### config.mk
export PLATFORM = sky130hd
export DESIGN_NAME = rr_arbiter8
export DESIGN_NICKNAME = d
export VERILOG_FILES = /design/src/rtl/rr_arbiter8.sv
export SDC_FILE = /design/constraint.sdc
export NUM_CORES = 1
export LEC_CHECK = 0
export CAP_MARGIN = 20
export CORE_ASPECT_RATIO = 0.7
export CORE_MARGIN = 2
export CORE_UTILIZATION = 60
export CTS_BUF_LIST = sky130_fd_sc_hd__clkbuf_4
export CTS_CLUSTER_DIAMETER = 60
export DETAILED_ROUTE_END_ITERATION = 8
export PLACE_DENSITY = 0.83
export SLEW_MARGIN = 20
export SYNTH_ARGS = -nofsm -noshare
export SYNTH_HDL_FRONTEND = slang
export SYNTH_SLANG_ARGS = --single-unit
### constraint.sdc
create_clock -name clk -period 5.1 [get_ports clk]
set_clock_uncertainty 0.2 [all_clocks]
set_input_delay 1.02 -clock clk [delete_from_list [all_inputs] [get_ports clk]]
set_output_delay 1.02 -clock clk [all_outputs]
set_load 0.005 [all_outputs]
### src/rtl/rr_arbiter8.sv
// rtl/rr_arbiter8.sv - 8-way round-robin arbiter with bounded hold time
module rr_arbiter8 #(
  parameter int unsigned MAX_HOLD = 4
) (
  input  logic       clk,
  input  logic       rst,
  input  logic [7:0] req,
  output logic [7:0] grant,
  output logic [2:0] grant_idx,
  output logic       grant_valid,
  output logic       grant_new
);

  typedef enum logic {
    IDLE  = 1'b0,
    GRANT = 1'b1
  } state_t;

  localparam logic [3:0] HOLD_LIMIT = 4'(MAX_HOLD);

  state_t     state_q, state_d;
  logic [2:0] idx_q, idx_d;
  logic [2:0] ptr_q, ptr_d;
  logic [3:0] hold_q, hold_d;
  logic       new_q, new_d;
  logic [7:0] grant_q, grant_d;

  logic [7:0] owner_oh;
  logic [7:0] others;
  logic [7:0] cand;
  logic       take;
  logic [2:0] winner;

  // First set bit of cand, scanning upward from start and wrapping 7->0.
  function automatic logic [2:0] find_first(input logic [7:0] c, input logic [2:0] start);
    logic [2:0] w;
    logic [2:0] k;
    logic       hit;
    w   = start;
    hit = 1'b0;
    for (int i = 0; i < 8; i++) begin
      k = start + 3'(i);
      if (!hit && c[k]) begin
        w   = k;
        hit = 1'b1;
      end
    end
    return w;
  endfunction

  assign owner_oh = 8'b0000_0001 << idx_q;
  assign others   = req & ~owner_oh;

  // State register: all arbitration state, cleared asynchronously.
  always_ff @(posedge clk or posedge rst) begin
    if (rst) begin
      state_q <= IDLE;
      idx_q   <= 3'd0;
      ptr_q   <= 3'd0;
      hold_q  <= 4'd0;
      new_q   <= 1'b0;
      grant_q <= 8'h00;
    end else begin
      state_q <= state_d;
      idx_q   <= idx_d;
      ptr_q   <= ptr_d;
      hold_q  <= hold_d;
      new_q   <= new_d;
      grant_q <= grant_d;
    end
  end

  // Next-state: decide whether to keep the owner, rotate, or go idle.
  always_comb begin
    state_d = state_q;
    idx_d   = idx_q;
    ptr_d   = ptr_q;
    hold_d  = hold_q;
    new_d   = 1'b0;
    take    = 1'b0;
    cand    = req;
    winner  = 3'd0;
    case (state_q)
      IDLE: begin
        if (|req) take = 1'b1;
      end
      GRANT: begin
        if (!req[idx_q]) begin
          // Owner released; hand straight to the next requester if any.
          if (|req) begin
            take = 1'b1;
          end else begin
            state_d = IDLE;
            hold_d  = 4'd0;
          end
        end else if (hold_q < HOLD_LIMIT) begin
          hold_d = hold_q + 4'd1;
        end else if (|others) begin
          // Hold budget spent and someone else waits: force rotation.
          take = 1'b1;
          cand = others;
        end
      end
      default: begin
        state_d = IDLE;
      end
    endcase
    if (take) begin
      winner  = find_first(cand, ptr_q);
      state_d = GRANT;
      idx_d   = winner;
      ptr_d   = winner + 3'd1;
      hold_d  = 4'd1;
      new_d   = 1'b1;
    end
  end

  // Output decode: one-hot grant registered alongside the owner index.
  always_comb begin
    grant_d = 8'h00;
    if (state_d == GRANT) grant_d = 8'b0000_0001 << idx_d;
  end

  assign grant       = grant_q;
  assign grant_idx   = idx_q;
  assign grant_valid = (state_q == GRANT);
  assign grant_new   = new_q;

endmodule

* After elaboration in Yosys (flattened, before gate mapping)
Index checks and enable logic that the tools add are counted.
** Word-level totals
- Bits in registers :: 20
- Logic and storage cells :: 110
- Bits of input ports :: 10
- Output and inout bits :: 13
** Operators by class
- $lt $le $gt $ge :: 10
- Add/sub/neg operators :: 9
- Shift-type cells :: 2
- Reduce and logical (&&, ||, !) cells :: 18
- Bitwise logic cells :: 3
- Multiplexer cells :: 60
- Equal/unequal tests :: 2
** Operators by type and width (number)
- $mux 8 :: 5
- $lt 3x4->1 const B :: 9
- $mux 1 :: 31
- $bmux 1 s3 :: 9
- $mux 3 :: 9
- $mux 4 :: 5
- $reduce_or 8->1 :: 2
- $shl 1x3->8 const A :: 2
- $add 3x3->3 const B :: 4
- $and 8x8->8 :: 1
- $not 8->8 :: 1
- $logic_and 1x1->1 :: 7
- $logic_not 1->1 :: 7
- $add 3x1->3 const B :: 2
- $add 3x2->3 const B :: 2
- $add 4x1->4 const B :: 1
- $lt 4x3->1 const B :: 1
- $ne 3x2->1 const B :: 1
- $ne 3x3->1 const B :: 1
- $reduce_and 3->1 :: 1
- $pmux 1 s2 :: 1
- $reduce_bool 2->1 :: 1
- $not 1->1 :: 1

* Longest topological paths before layout
- Word-level depth :: 43
- Mapped depth :: 17
- Depth with buffers taken out :: 14

* Least setup slack after synthesis
Ideal clock, no wire load.
- Path type :: in2reg
- Start point :: input port req[7]
- End point :: register grant_q[6] (netlist: grant[6])
- Path buffers :: 1
- Cell stages on the path :: 13
- Setup time :: 0.067 ns
- Slack :: 0.601 ns
- Data required time :: 4.833 ns
- Arrival time :: 4.232 ns
- Cell sequence :: clkbuf_1 mux4_2 nand2_1 or3_1 o21ai_2 mux2i_2 mux4_2 o32ai_4 nand2b_4 o32a_1 o31ai_4 o211ai_1 and3b_1
** Between the ends
- Word-level cells in the longest chain between the ends :: 41
- Elaborated cells between the ends (all ways) :: 72
- Classes of those cells :: shift (1); mux (54); bitwise (1); reduce/logical (16)
** Ends and longest elaborated chain
- start: declaration :: RTL line 7 : input logic [7:0] req,
- $and 8x8->8 :: RTL line 52 : assign others = req & ~owner_oh;
- $reduce_or 8->1 :: RTL line 98 : end else if (|others) begin
- $mux 8 :: RTL line 98
- $mux 8 :: RTL line 96 : end else if (hold_q < HOLD_LIMIT) begin
- $mux 8 :: RTL line 88 : if (!req[idx_q]) begin
- $mux 8 :: RTL line 83 : case (state_q)
- $bmux 1 s3 :: RTL line 43 : if (!hit && c[k]) begin
- $mux 1 (implied by the code) :: RTL line 43
- [... 27 more ...]
- $logic_and 1x1->1 :: RTL line 43
- $mux 3 :: RTL line 43
- $mux 3 :: RTL line 108 : if (take) begin
- $mux 3 (*) :: RTL line 108
- named net idx_d[2] :: RTL line 22 : logic [2:0] idx_q, idx_d;
- $shl 1x3->8 (*) :: RTL line 121 : if (state_d == GRANT) grant_d = 8'b0000_0001 << idx_d;
- $mux 8 (*) :: RTL line 121
- named net grant_d[6] :: RTL line 26 : logic [7:0] grant_q, grant_d;
- end signal: assignment :: RTL line 69 : grant_q <= grant_d;
- end: declaration :: RTL line 26
Mark *: on every way through the listed nets, which the timed path passes. The rest lies on a longest branch. The select of a mux whose other input is x is not followed.
A chain may end at the register's enable or synchronous reset.

* Final worst setup path
- Start point :: input port req[3]
- End point :: register ptr_q[2]
** Between the ends
- Word-level cells in the longest chain between the ends :: 39
- Elaborated cells between the ends (all ways) :: 67
- Classes of those cells :: add/sub (1); mux (49); bitwise (1); reduce/logical (16)
** Ends and longest elaborated chain
- $and 8x8->8 :: RTL line 52
- $reduce_or 8->1 :: RTL line 98
- $mux 8 :: RTL line 98
- $mux 8 :: RTL line 96
- $mux 8 :: RTL line 88
- $mux 8 :: RTL line 83
- $bmux 1 s3 :: RTL line 43
- $mux 1 (implied by the code) :: RTL line 43
- [... 23 more ...]
- $logic_and 1x1->1 :: RTL line 43
- $mux 1 :: RTL line 43
- $mux 1 :: RTL line 108
- $logic_not 1->1 :: RTL line 43
- $logic_and 1x1->1 :: RTL line 43
- $mux 3 :: RTL line 43
- $mux 3 :: RTL line 108
- $add 3x1->3 :: RTL line 112 : ptr_d = winner + 3'd1;
- end signal: assignment :: RTL line 66 : ptr_q <= ptr_d;
- end: declaration :: RTL line 23 : logic [2:0] ptr_q, ptr_d;
Several ways; a longest one is shown, not always the timed one. The select of a mux whose other input is x is not followed.

==> results.json <==
{
  "outcome": "complete, no violations",
  "grt_pass1_wl_mm": 11.7,
  "worst_slew_margin_rel": 0.521,
  "dp_hpwl_mm": 5.48,
  "post_drt_wl_per_cell_um": 18.6,
  "synthToLayoutAreaGrowth_pct": 18.5,
  "syn_area_per_cell_um2": 9.02,
  "rr_worst_depth": 14,
  "async_reset_ff_frac": 1.00,
  "cp-endpoint": "ptr_q[2]$_DFFE_PP0P_",
  "place_area_mm2": 0.00296,
  "cp_cell_sequence": "clkdlybuf4s50_1 > nor4b_1 > nor3_2 > nor4_2 > buf_4 > buf_4 > o21ai_1 > mux4_1 > inv_1 > o32ai_4 > a221oi_1 > o32a_1 > nor2_1 > or3_1 > a31oi_1",
  "grt_max_degree": 21,
  "clk_latency_ns": 0.30,
  "design_area_mm2": 0.00302,
  "worst_path_most_repeated_cell": "buf_4",
  "row_count": 19,
  "nFillCells": 297,
  "reg2reg_to": "ptr_q[2]$_DFFE_PP0P_",
  "die_h_um": 58.5,
  "crit_path_top_delay_cell": "mux4_1",
  "antenna_found_initial": 0,
  "max_stage_delay_ns": 0.58,
  "synth_ff_type": "dfrtp_1",
  "routed_via_density": 6.85,
  "worst_slew_pin_slew_ns": 0.718,
  "cts.sinks": 20,
  "regArea_um2": 500,
  "critPathArrivalTime_ns": 4.96,
  "cp-end-kind": "flop",
  "cap_viol_max_count": 0,
  "finalSetupTns_ns": 0,
  "final_common_cell": "buf_4",
  "diodes": 0,
  "final-hold-violation-count": 0,
  "root_buffer": "clkbuf_4",
  "firstDrtPassIters": 5,
  "grt_pass1_vias": 2443,
  "cts_buffer_depth": 2,
  "hold_buffers": 0,
  "cts_resized": 0,
  "nets": 344,
  "mappedNetlistNets": 295,
  "drive_above_1_share": 0.270,
  "final_cell_mix": "41 x buf_4, 27 x nand2_1, 25 x nor2_1, 22 x clkdlybuf4s50_1, 20 x dfrtp_1",
  "drtIter0Drc": 278,
  "drc": 0,
  "die_w_um": 81.8,
  "synthCells": 282,
  "crit_start": "req[3]",
  "io_pins": 23,
  "yosys_warnings": 0,
  "numCtsBuffers": 3,
  "clock.fmax_mhz": 203,
  "ant_nets": 0,
  "period_minus_slack_ns": 4.93,
  "multi_input_area_mm2": 0.00183,
  "required_ns": 5.13,
  "vias": 2615,
  "cts.reportedPaths.clkPinSlew_ns": 0.11,
  "yosysSeqAreaShare": 0.197,
  "routabilityCongestion": 1.04,
  "path_max_fanout": 10,
  "rsz0062_at_grt": "no",
  "synth.distinct_cells": 77,
  "core_area_mm2": 0.00399,
  "startpoint_type": "input port",
  "yosys_register_bits": 20,
  "grt_overflow": 0,
  "worstReg2RegStart": "grant_idx[0]$_DFF_PP0_",
  "initial_core_util": 0.637,
  "syn-cell-area_mm2": 0.00254,
  "post-cts-setup-buffer-count": 0,
  "fin_crit_sh": 0.966,
  "drv_slew": 0,
  "wl_mm": 7.12,
  "htreeDepth": 1,
  "setup_ws_ns": 0.171,
  "synth-edff-count": 0,
  "hold_path_class": "reg -> reg",
  "grt_use_total": 0.318,
  "path_class": "in -> reg",
  "cts_tree": "yes",
  "whs_ns": 0.328,
  "finalSetupViolations": 0,
  "r2r_slack_ns": 0.49,
  "io_buffers": 22,
  "place_worst_setup_slack_ns": -0.146,
  "die_area_mm2": 0.00478
}
flip-flops by register name (all words and copies together), names as in the netlist:
name and count:
grant_idx 3, hold_q 4, grant_valid 1, grant_new 1, ptr_q 3, grant 8
cells by family (layout without fill, tap and decap cells):
group           after synthesis  after routing  share of synthesized area
compound gates               84             84                      0.256
xor+xnor                      6              6                     0.0207
fa+ha+maj                     3              3                     0.0148
buf+inv                      30             78                     0.0866
flops                        20             20                      0.197
mux                          35             35                      0.193
simple gates                104            104                      0.232
critical path: cells and delay by family:
kind	cells	cell delay, ns
AOI/OAI and AO/OA	5	1.03
buffers and inverters	4	1.06
and+or+nand+nor	5	1.26
muxes	1	0.58
through the flow:
step | instances | utilization
2_1_floorplan | 282 | -
4_1_cts | 382 | 0.754
3_5_place_dp | 378 | 0.741
3_3_place_gp | 378 | 0.741
5_1_grt | 382 | 0.755
6_report | 382 | 0.755
cell usage after synthesis (4+ instances only):
library cell	instances	share of area
clkbuf_1	5	0.0074
mux4_1	4	0.041
o22ai_1	4	0.0098
nand2_1	27	0.040
clkbuf_8	8	0.043
a21oi_1	12	0.024
xnor2_1	5	0.017
o21ai_0	13	0.026
mux2_2	8	0.035
nor2_1	25	0.037
or3_1	4	0.0098
nor3_1	10	0.020
mux2i_1	17	0.067
o211ai_1	8	0.024
a31oi_1	4	0.0098
mux4_2	5	0.044
inv_1	10	0.015
dfrtp_1	20	0.20
worst min-delay path by stage:
stage | start | endpoint | slack (ns) | cells past startpoint
2_1_floorplan | hold_q[1]$_DFFE_PP0P_ | hold_q[1]$_DFFE_PP0P_ | 0.27 | 1
3_3_place_gp | hold_q[1]$_DFFE_PP0P_ | hold_q[1]$_DFFE_PP0P_ | 0.29 | 1
3_5_place_dp | hold_q[1]$_DFFE_PP0P_ | hold_q[1]$_DFFE_PP0P_ | 0.30 | 1
4_1_cts | hold_q[1]$_DFFE_PP0P_ | hold_q[1]$_DFFE_PP0P_ | 0.33 | 1
5_1_grt | hold_q[1]$_DFFE_PP0P_ | hold_q[1]$_DFFE_PP0P_ | 0.35 | 1
6_report | hold_q[1]$_DFFE_PP0P_ | hold_q[1]$_DFFE_PP0P_ | 0.33 | 1
per-layer routing:
| layer | track usage | routed length (µm) |
|---|---|---|
| met5 | 0 | 0 |
| met4 | 0.0810 | 142 |
| met3 | 0.0890 | 844 |
| met2 | 0.470 | 2980 |
| met1 | 0.461 | 3150 |
cell type report:
cell class                 instances  area share
tap                               52      0.0216
clock inverter                     1     0.00996
timing repair buffer              63       0.175
clock buffer                       3     0.00747
sequential                        20       0.166
inverter                          11      0.0137
multi-input combinational        232       0.606
Power is left out: the tool's default activity adds up to more than one toggle a clock period on the data nets, which glitch-free logic cannot reach.
